`src/rtl/inst_fetch_buffer_pkg.sv`:
```
// Shared types and constants for the instruction fetch buffer.
package inst_fetch_buffer_pkg;

  localparam int INST_W = 32;
  localparam int BYTE_W = 8;

  // NOP returned whenever the instruction is not available.
  localparam logic [INST_W-1:0] ZERO_WORD = '0;

  typedef enum logic [1:0] {
    IFB_IDLE = 2'd0,
    IFB_FILL = 2'd1,
    IFB_LAST = 2'd2
  } ifb_state_e;

  // Big-endian word assembly: the lowest-addressed byte is the most significant.
  function automatic logic [INST_W-1:0] assemble_word(
    input logic [BYTE_W-1:0] b0,
    input logic [BYTE_W-1:0] b1,
    input logic [BYTE_W-1:0] b2,
    input logic [BYTE_W-1:0] b3
  );
    return {b0, b1, b2, b3};
  endfunction

endpackage

```
`src/rtl/inst_fetch_buffer.sv`:
```
// One-line instruction fetch buffer in front of a byte-wide backing memory.
// Hits are served combinationally; a miss stalls the pipeline while the line
// is refilled one byte per cycle from a memory with one cycle of read latency.
module inst_fetch_buffer
  import inst_fetch_buffer_pkg::*;
#(
  parameter int LINE_WORDS = 4,
  parameter int MEM_AW     = 20
) (
  input  logic              clk,
  input  logic              rst,
  input  logic              rom_ce_i,
  input  logic [31:0]       rom_addr_i,
  output logic [31:0]       rom_data_o,
  output logic              stallreq_o,
  input  logic              flush_i,
  output logic              mem_re_o,
  output logic [MEM_AW-1:0] mem_addr_o,
  input  logic [7:0]        mem_data_i
);

  localparam int N     = 4 * LINE_WORDS;
  localparam int OFF   = $clog2(N);
  localparam int TAG_W = MEM_AW - OFF;

  ifb_state_e       state_q, state_d;
  logic             valid_q, valid_d;
  logic [TAG_W-1:0] tag_q, tag_d;
  logic [TAG_W-1:0] fill_tag_q, fill_tag_d;
  logic [OFF-1:0]   cnt_q, cnt_d;

  logic [7:0]       line_q [N];
  logic             buf_we;
  logic [OFF-1:0]   buf_waddr;

  logic [TAG_W-1:0] req_tag;
  logic             hit;
  logic [OFF-1:0]   rd_base;
  logic [31:0]      rd_word;

  // Address bits above the backing-memory width alias onto the same line.
  logic unused_addr_hi;
  assign unused_addr_hi = ^rom_addr_i[31:MEM_AW];

  assign req_tag = rom_addr_i[MEM_AW-1:OFF];

  // A flush in flight turns any would-be hit into a stall.
  assign hit = valid_q && (req_tag == tag_q) && (state_q == IFB_IDLE) && !flush_i;

  // Byte offset of the addressed word inside the line (bits [1:0] dropped).
  assign rd_base = rom_addr_i[OFF-1:0] & ~OFF'(3);
  assign rd_word = assemble_word(line_q[rd_base],
                                 line_q[rd_base | OFF'(1)],
                                 line_q[rd_base | OFF'(2)],
                                 line_q[rd_base | OFF'(3)]);

  // Control and tag state; reset returns straight to an empty IDLE buffer.
  // NOTE: sequential state uses non-blocking assignments so every register
  // samples pre-edge values regardless of block ordering.
  always_ff @(posedge clk or negedge rst) begin
    if (!rst) begin
      state_q    <= IFB_IDLE;
      valid_q    <= 1'b0;
      tag_q      <= '0;
      fill_tag_q <= '0;
      cnt_q      <= '0;
    end else begin
      state_q    <= state_d;
      valid_q    <= valid_d;
      tag_q      <= tag_d;
      fill_tag_q <= fill_tag_d;
      cnt_q      <= cnt_d;
    end
  end

  // Line storage; writes only happen during a refill.
  // NOTE: the byte array is deliberately not reset -- valid_q gates every read,
  // and leaving it unreset lets it map onto plain RAM/flops without reset logic.
  always_ff @(posedge clk) begin
    if (buf_we) begin
      line_q[buf_waddr] <= mem_data_i;
    end
  end

  // Next-state logic: miss detection, byte-by-byte refill, flush abort.
  // NOTE: every signal driven here gets a default first so no path can infer a latch.
  always_comb begin
    state_d    = state_q;
    valid_d    = valid_q;
    tag_d      = tag_q;
    fill_tag_d = fill_tag_q;
    cnt_d      = cnt_q;
    buf_we     = 1'b0;
    buf_waddr  = cnt_q - OFF'(1);

    if (flush_i) begin
      // Flush wins over everything: drop the line and any refill in progress.
      valid_d = 1'b0;
      cnt_d   = '0;
      state_d = IFB_IDLE;
    end else begin
      unique case (state_q)
        IFB_IDLE: begin
          if (rom_ce_i && !hit) begin
            fill_tag_d = req_tag;
            valid_d    = 1'b0;
            cnt_d      = '0;
            state_d    = IFB_FILL;
          end
        end
        IFB_FILL: begin
          // The byte returned now belongs to the address issued last cycle.
          buf_we = (cnt_q != '0);
          if (cnt_q == OFF'(N - 1)) begin
            state_d = IFB_LAST;
          end else begin
            cnt_d = cnt_q + OFF'(1);
          end
        end
        IFB_LAST: begin
          buf_we    = 1'b1;
          buf_waddr = OFF'(N - 1);
          valid_d   = 1'b1;
          tag_d     = fill_tag_q;
          cnt_d     = '0;
          state_d   = IFB_IDLE;
        end
        default: begin
          state_d = IFB_IDLE;
        end
      endcase
    end
  end

  // Outputs: memory strobe tracks FILL; fetch port is forced quiet in reset.
  always_comb begin
    mem_re_o   = 1'b0;
    mem_addr_o = '0;
    stallreq_o = 1'b0;
    rom_data_o = ZERO_WORD;

    if (state_q == IFB_FILL) begin
      mem_re_o   = 1'b1;
      mem_addr_o = {fill_tag_q, cnt_q};
    end

    if (rst && rom_ce_i) begin
      stallreq_o = !hit;
      rom_data_o = hit ? rd_word : ZERO_WORD;
    end
  end

endmodule
```
`config.mk`:
```
export PLATFORM = sky130hd
export DESIGN_NAME = inst_fetch_buffer
export DESIGN_NICKNAME = d
export VERILOG_FILES = /design/src/rtl/inst_fetch_buffer_pkg.sv /design/src/rtl/inst_fetch_buffer.sv
export SDC_FILE = /design/constraint.sdc
export NUM_CORES = 1
export LEC_CHECK = 0
export ABC_AREA = 1
export CORE_ASPECT_RATIO = 0.6
export CORE_MARGIN = 3
export CORE_UTILIZATION = 59
export DETAILED_ROUTE_END_ITERATION = 12
export PLACE_DENSITY = 0.88
export SYNTH_ARGS = -nofsm -noshare
export SYNTH_HDL_FRONTEND = slang
export SYNTH_SLANG_ARGS = --single-unit
```
`constraint.sdc`:
```
create_clock -name clk -period 4.1 [get_ports clk]
set_clock_uncertainty 0.05 [all_clocks]
set_input_delay 0.615 -clock clk [delete_from_list [all_inputs] [get_ports clk]]
set_output_delay 0.615 -clock clk [all_outputs]
set_load 0.02 [all_outputs]
```
# Word-level counts from Yosys, hierarchy flattened
# Memory sizes are Yosys's and may differ from the RTL's.
# Index checks and enable logic that the tools add are counted.
[op_classes]
n_reduce_logical = 16
n_bitwise = 1
n_eq_ne = 7
n_mux = 22
add_sub_neg = 2
[op_table]
columns = ["operator", "n"]
rows = [
  ["32-bit two-way mux", 2],
  ["20-bit two-way mux", 1],
  ["4-bit two-way mux", 5],
  ["16-bit == test", 1],
  ["4-bit one-hot mux with 3 select lines", 1],
  ["4-bit nonzero test", 2],
  ["1-bit two-way mux", 7],
  ["2-bit two-way mux", 3],
  ["3-bit != test (second input constant)", 2],
  ["2-bit AND reduction", 3],
  ["3-bit AND reduction", 2],
  ["1-bit logical AND", 5],
  ["4-bit by 1-bit adder with 4-bit output (second input constant)", 1],
  ["4-bit == test (second input constant)", 1],
  ["1-bit one-hot mux with 2 select lines", 2],
  ["2-bit one-hot mux with 2 select lines", 1],
  ["4-bit by 1-bit subtractor with 4-bit output (second input constant)", 1],
  ["3-bit by 2-bit != test with 1-bit output (second input constant)", 1],
  ["3-bit nonzero test", 1],
  ["2-bit by 1-bit == test with 1-bit output (second input constant)", 1],
  ["2-bit == test (second input constant)", 1],
  ["1-bit logical NOT", 2],
  ["2-bit logical NOT", 1],
  ["1-bit NOT", 1],
]
[totals]
register_bits = 39
wordCells = 54
memories = 1
ramBits = 128
[mem_list]
columns = ["name", "depth", "word_bits", "read_ports", "rd_ports_with_merged_regs", "wr", "line", "rtl"]
rows = [
  ["line_q", 16, 8, 4, 0, 1, "inst_fetch_buffer.sv:32", "logic [7:0] line_q [N];"],
]

# Depth between registers and ports, before layout
[logic_depth]
word_depth = 9
ltp_mapped = 14
mapped_depth_nobuf = 14

# Least setup slack after synthesis
# Ideal clock, no wire load.
[synth_timing]
path_type = "input port to output port"
startpoint = "in flush_i"
endpoint = "out rom_data_o[10]"
slack_ns = 1.543
cell_stages = 10
arrival_time_ns = 1.892
required_ns = 3.435
path_cell_list = "buf_6 -> nor2_4 -> nand2_1 -> nor2_1 -> nand2_1 -> nor2_1 -> nand3_1 -> nand3b_4 -> buf_6 -> a21oi_1"
[synth_between]
elab_chain_len = 4
[synth_lines]
columns = ["item", "line", "rtl"]
rows = [
  ["start, declared", "inst_fetch_buffer.sv:16", "input logic flush_i,"],
  ["1-bit logical NOT", "inst_fetch_buffer.sv:48", "assign hit = valid_q && (req_tag == tag_q) && (state_q == IFB_IDLE) && !flush_i;"],
  ["1-bit logical AND", "inst_fetch_buffer.sv:48", ""],
  ["32-bit two-way mux", "inst_fetch_buffer.sv:149", "rom_data_o = hit ? rd_word : ZERO_WORD;"],
  ["32-bit two-way mux", "inst_fetch_buffer.sv:147", "if (rst && rom_ce_i) begin"],
  ["end, declared", "inst_fetch_buffer.sv:14", "output logic [31:0] rom_data_o,"],
]
# Every way passes these cells.

# Worst setup path after layout
[layout_timing]
startpoint = "reg state_q[0]"
endpoint = "out rom_data_o[28]"
[layout_between]
elab_chain_len = 5
[layout_lines]
columns = ["item", "line", "rtl"]
rows = [
  ["start, declared", "inst_fetch_buffer.sv:26", "ifb_state_e state_q, state_d;"],
  ["start signal, assigned", "inst_fetch_buffer.sv:68", "state_q <= state_d;"],
  ["2-bit logical NOT", "inst_fetch_buffer.sv:48", ""],
  ["1-bit logical AND (2 in a row)", "inst_fetch_buffer.sv:48", ""],
  ["32-bit two-way mux", "inst_fetch_buffer.sv:149", ""],
  ["32-bit two-way mux", "inst_fetch_buffer.sv:147", ""],
]
# Every way passes these cells.

==> summary.md <==
| Metric | Value |
|---|---|
| Reg-to-reg endpoint | `line_q[6][6]$_DFFE_PP_` |
| Crit path max-delay family | `simple AND/OR/NAND/NOR gates` |
| Slew HR | `19.2%` |
| Setup_tns | `0 ns` |
| Post-CTS Hold Buffers | `0` |
| Wirelength per Cell | `17.9 µm` |
| Flops & latches, synth | `167` |
| Peak supply drop | `0.000399 V` |
| Syn Std Cell Area | `7310 µm²` |
| Vert. Die Dim | `92.2 µm` |
| GR Util All Layers | `26.2%` |
| Placed Cells | `954` |
| I/O Pins | `98` |
| Final HPWL DP | `10.9 mm` |
| Post-synth top area cell | `edfxtp_1` |
| WP data required | `3.43 ns` |
| Max-slew violation count | `0` |
| Post-CTS Resized | `0` |
| Syn_area_per_cell | `9.93 µm²` |
| Die area | `13,800 µm²` |
| Nets@finish | `864` |
| Critical Path AT | `3.25 ns` |
| R2r setup slk | `1.18 ns` |
| Grt ovf | `0` |
| Core area | `11,700 µm²` |
| Fraction of layout cells with a size suffix above 1 | `5.80%` |
| Synth cell types | `27` |
| Post-route insts no fill | `987` |
| Post-synthesis sequential area ratio | `65.9%` |
| Final period utilization | `95.4%` |
| Minimum clock period | `3.91 ns` |
| CP Capture Type | `output pin` |
| Vias | `5,524` |
| Root Buffer | `clkbuf_16` |
| Status | `finished, final reports clean` |
| Crit-path max FO | `10` |
| Post-CTS setup buffer count | `0` |
| Synth warn | `0` |
| Final setup viols | `0` |
| Reg2Reg Depth | `6` |
| TritonCTS clock tree | `built` |
| Worst slew pin tran | `1.21 ns` |
| Worst setup SP type | `flip-flop` |
| Largest net degree at the start of global routing | `41` |
| Sink Count | `167` |
| Hold Crit Class | `in -> async` |
| CP Class | `reg -> out` |
| CTS Buf Count | `17` |
| P&R area growth vs syn | `21.2%` |
| Initial Util | `62.6%` |
| Worst path bufs/invs | `3` |
| Area of the multi-input gates | `2000 µm²` |
| Initial antenna violation count | `0` |
| Port Buffers | `83` |
| Final WL | `17.7 mm` |
| Die Width | `150 µm` |
| Reg2reg start | `state_q[1]$_DFFE_PN0P_` |
| Mapped Cells | `736` |
| Pwr dens | `481 nW/µm²` |
| CP max-delay cell | `clkdlybuf4s50_1` |
| Final Hold Vio Count | `0` |
| Drc violations | `0` |
| Vias in the first global route | `5,323` |
| Avg Vias per Cell | `5.60` |
| Clk pin slew, worst setup/hold paths | `0.06 ns` |
| Unrepaired setup endpoints after global routing | `no` |
| Max_cap viols | `0` |
| H-tree depth | `4` |
| Drt pass-1 iters | `6` |
| Most frequent cells in the layout | `160 x nor2_1, 128 x edfxtp_1, 123 x nand2_1` |
| Routed Antenna Nets | `0` |
| Post-Syn Nets | `786` |
| Clock Path Buffers | `2` |
| Synth area leaders | `edfxtp_1 53%, dfrtp_1 13%, nor2_1 8.2%, nand2_1 6.3%, o21ai_0 5.4%` |
| Post-synth top area share | `52.6%` |
| Antenna diodes | `0` |
| Static Leak | `0.00355 µW` |
| Rows | `30` |
| # fillers | `698` |
| First-pass GRT wire length | `27.6 mm` |
| Commonest non-fill, non-tap cell in the layout | `nor2_1` |
| Fmax | `256 MHz` |
| Crit path largest cell delay | `0.64 ns` |
| Placer Congestion | `0.848` |
| Clk Latency, worst-skew pair | `0.42 ns` |
| Storage element area | `4820 µm²` |
| CP cell instances | `inv_1 > ha_1 > inv_1 > nor2_4 > nand2_1 > nor2_1 > nand2_1 > nor2_1 > nand3_1 > nand3b_2 > a21oi_1 > clkdlybuf4s50_1` |
| First-iteration detailed-routing DRC count | `772` |
area by class of cell:
type | instances | area share, %
timing repair buffer | 92 | 10.2
multi-input combinational | 451 | 22.6
inverter | 85 | 3.60
sequential | 167 | 54.4
tap | 160 | 2.26
clock buffer | 18 | 4.84
clock inverter | 14 | 2.12
routing by layer:
layer | vias to the layer above | part of all wire, % | global-route usage [%]
li1 | 2567 | - | -
met4 | 0 | 1.6 | 7.31
met5 | - | 0 | 0
met3 | 34 | 9.5 | 4.44
met1 | 2629 | 41 | 37.1
met2 | 294 | 48 | 42.6
worst register-to-register path, cell delays in order (launching register included):
cell,delay (ns)
dfrtp_1,0.40
inv_1,0.11
ha_1,0.51
a21oi_1,0.14
nor3_1,0.31
nand4_1,0.30
nor2_1,0.73
synth_stat cells:
library cell / count
a21oi_1: 33
a31oi_1: 1
buf_1: 4
buf_2: 2
buf_4: 1
buf_6: 6
clkbuf_1: 21
dfrtp_1: 39
edfxtp_1: 128
ha_1: 6
inv_1: 84
inv_2: 1
nand2_1: 123
nand2_2: 1
nand3_1: 12
nand3b_4: 1
nand4_1: 3
nor2_1: 160
nor2_2: 1
nor2_4: 1
nor3_1: 2
nor4_1: 2
o21a_1: 1
o21ai_0: 79
o21ai_1: 20
xnor2_1: 1
xor2_1: 3
how the worst max path moves through the flow:
stage	slack, ns	depth (start not counted)	start	to
6_report	0.19	12	state_q[0]$_DFFE_PN0P_	rom_data_o[28]
5_1_grt	0.02	13	state_q[0]$_DFFE_PN0P_	rom_data_o[4]
4_1_cts	0.21	13	state_q[0]$_DFFE_PN0P_	rom_data_o[5]
3_5_place_dp	0.25	12	rom_addr_i[13]	rom_data_o[5]
3_3_place_gp	0.29	12	rom_addr_i[13]	rom_data_o[5]
2_1_floorplan	1.54	10	flush_i	rom_data_o[10]
sequential cells by signal, indices dropped and copies added (netlist names):
register / cells
fill_tag_q: 16
state_q: 2
line_q: 128
valid_q: 1
cnt_q: 4
tag_q: 16
through the flow:
step	area [µm²]	hold WS [ns]	utilization (%)	setup WS, ns	total power (µW)
after floorplan	7310	0.269	-	1.54	2350
after global placement	8230	0.405	70.5	0.294	2570
after detailed placement	8230	0.410	70.5	0.245	2600
after CTS	8850	0.292	75.8	0.209	4250
after global routing	8860	0.392	75.9	0.0191	4410
final	8860	0.338	75.9	0.188	4260
where the power goes:
group          internal, µW  leakage (µW)  switching [µW]  total, µW
registers              1900       0.00166            57.0       1960
logic                   226       0.00160             399        625
clock network           979      0.000293             693       1670
total                  3110       0.00355            1150       4260
cells by family (layout without fill, tap and decap cells):
logic type	Yosys count	in the layout	share of synthesized area [%]
flops	167	167	65.9
xor+xnor	4	4	0.479
fa+ha+maj	6	6	1.03
compound gates	134	134	9.23
buf+inv	119	209	6.81
simple gates	306	307	16.5
No activity file was read; power rests on OpenSTA's default activity.
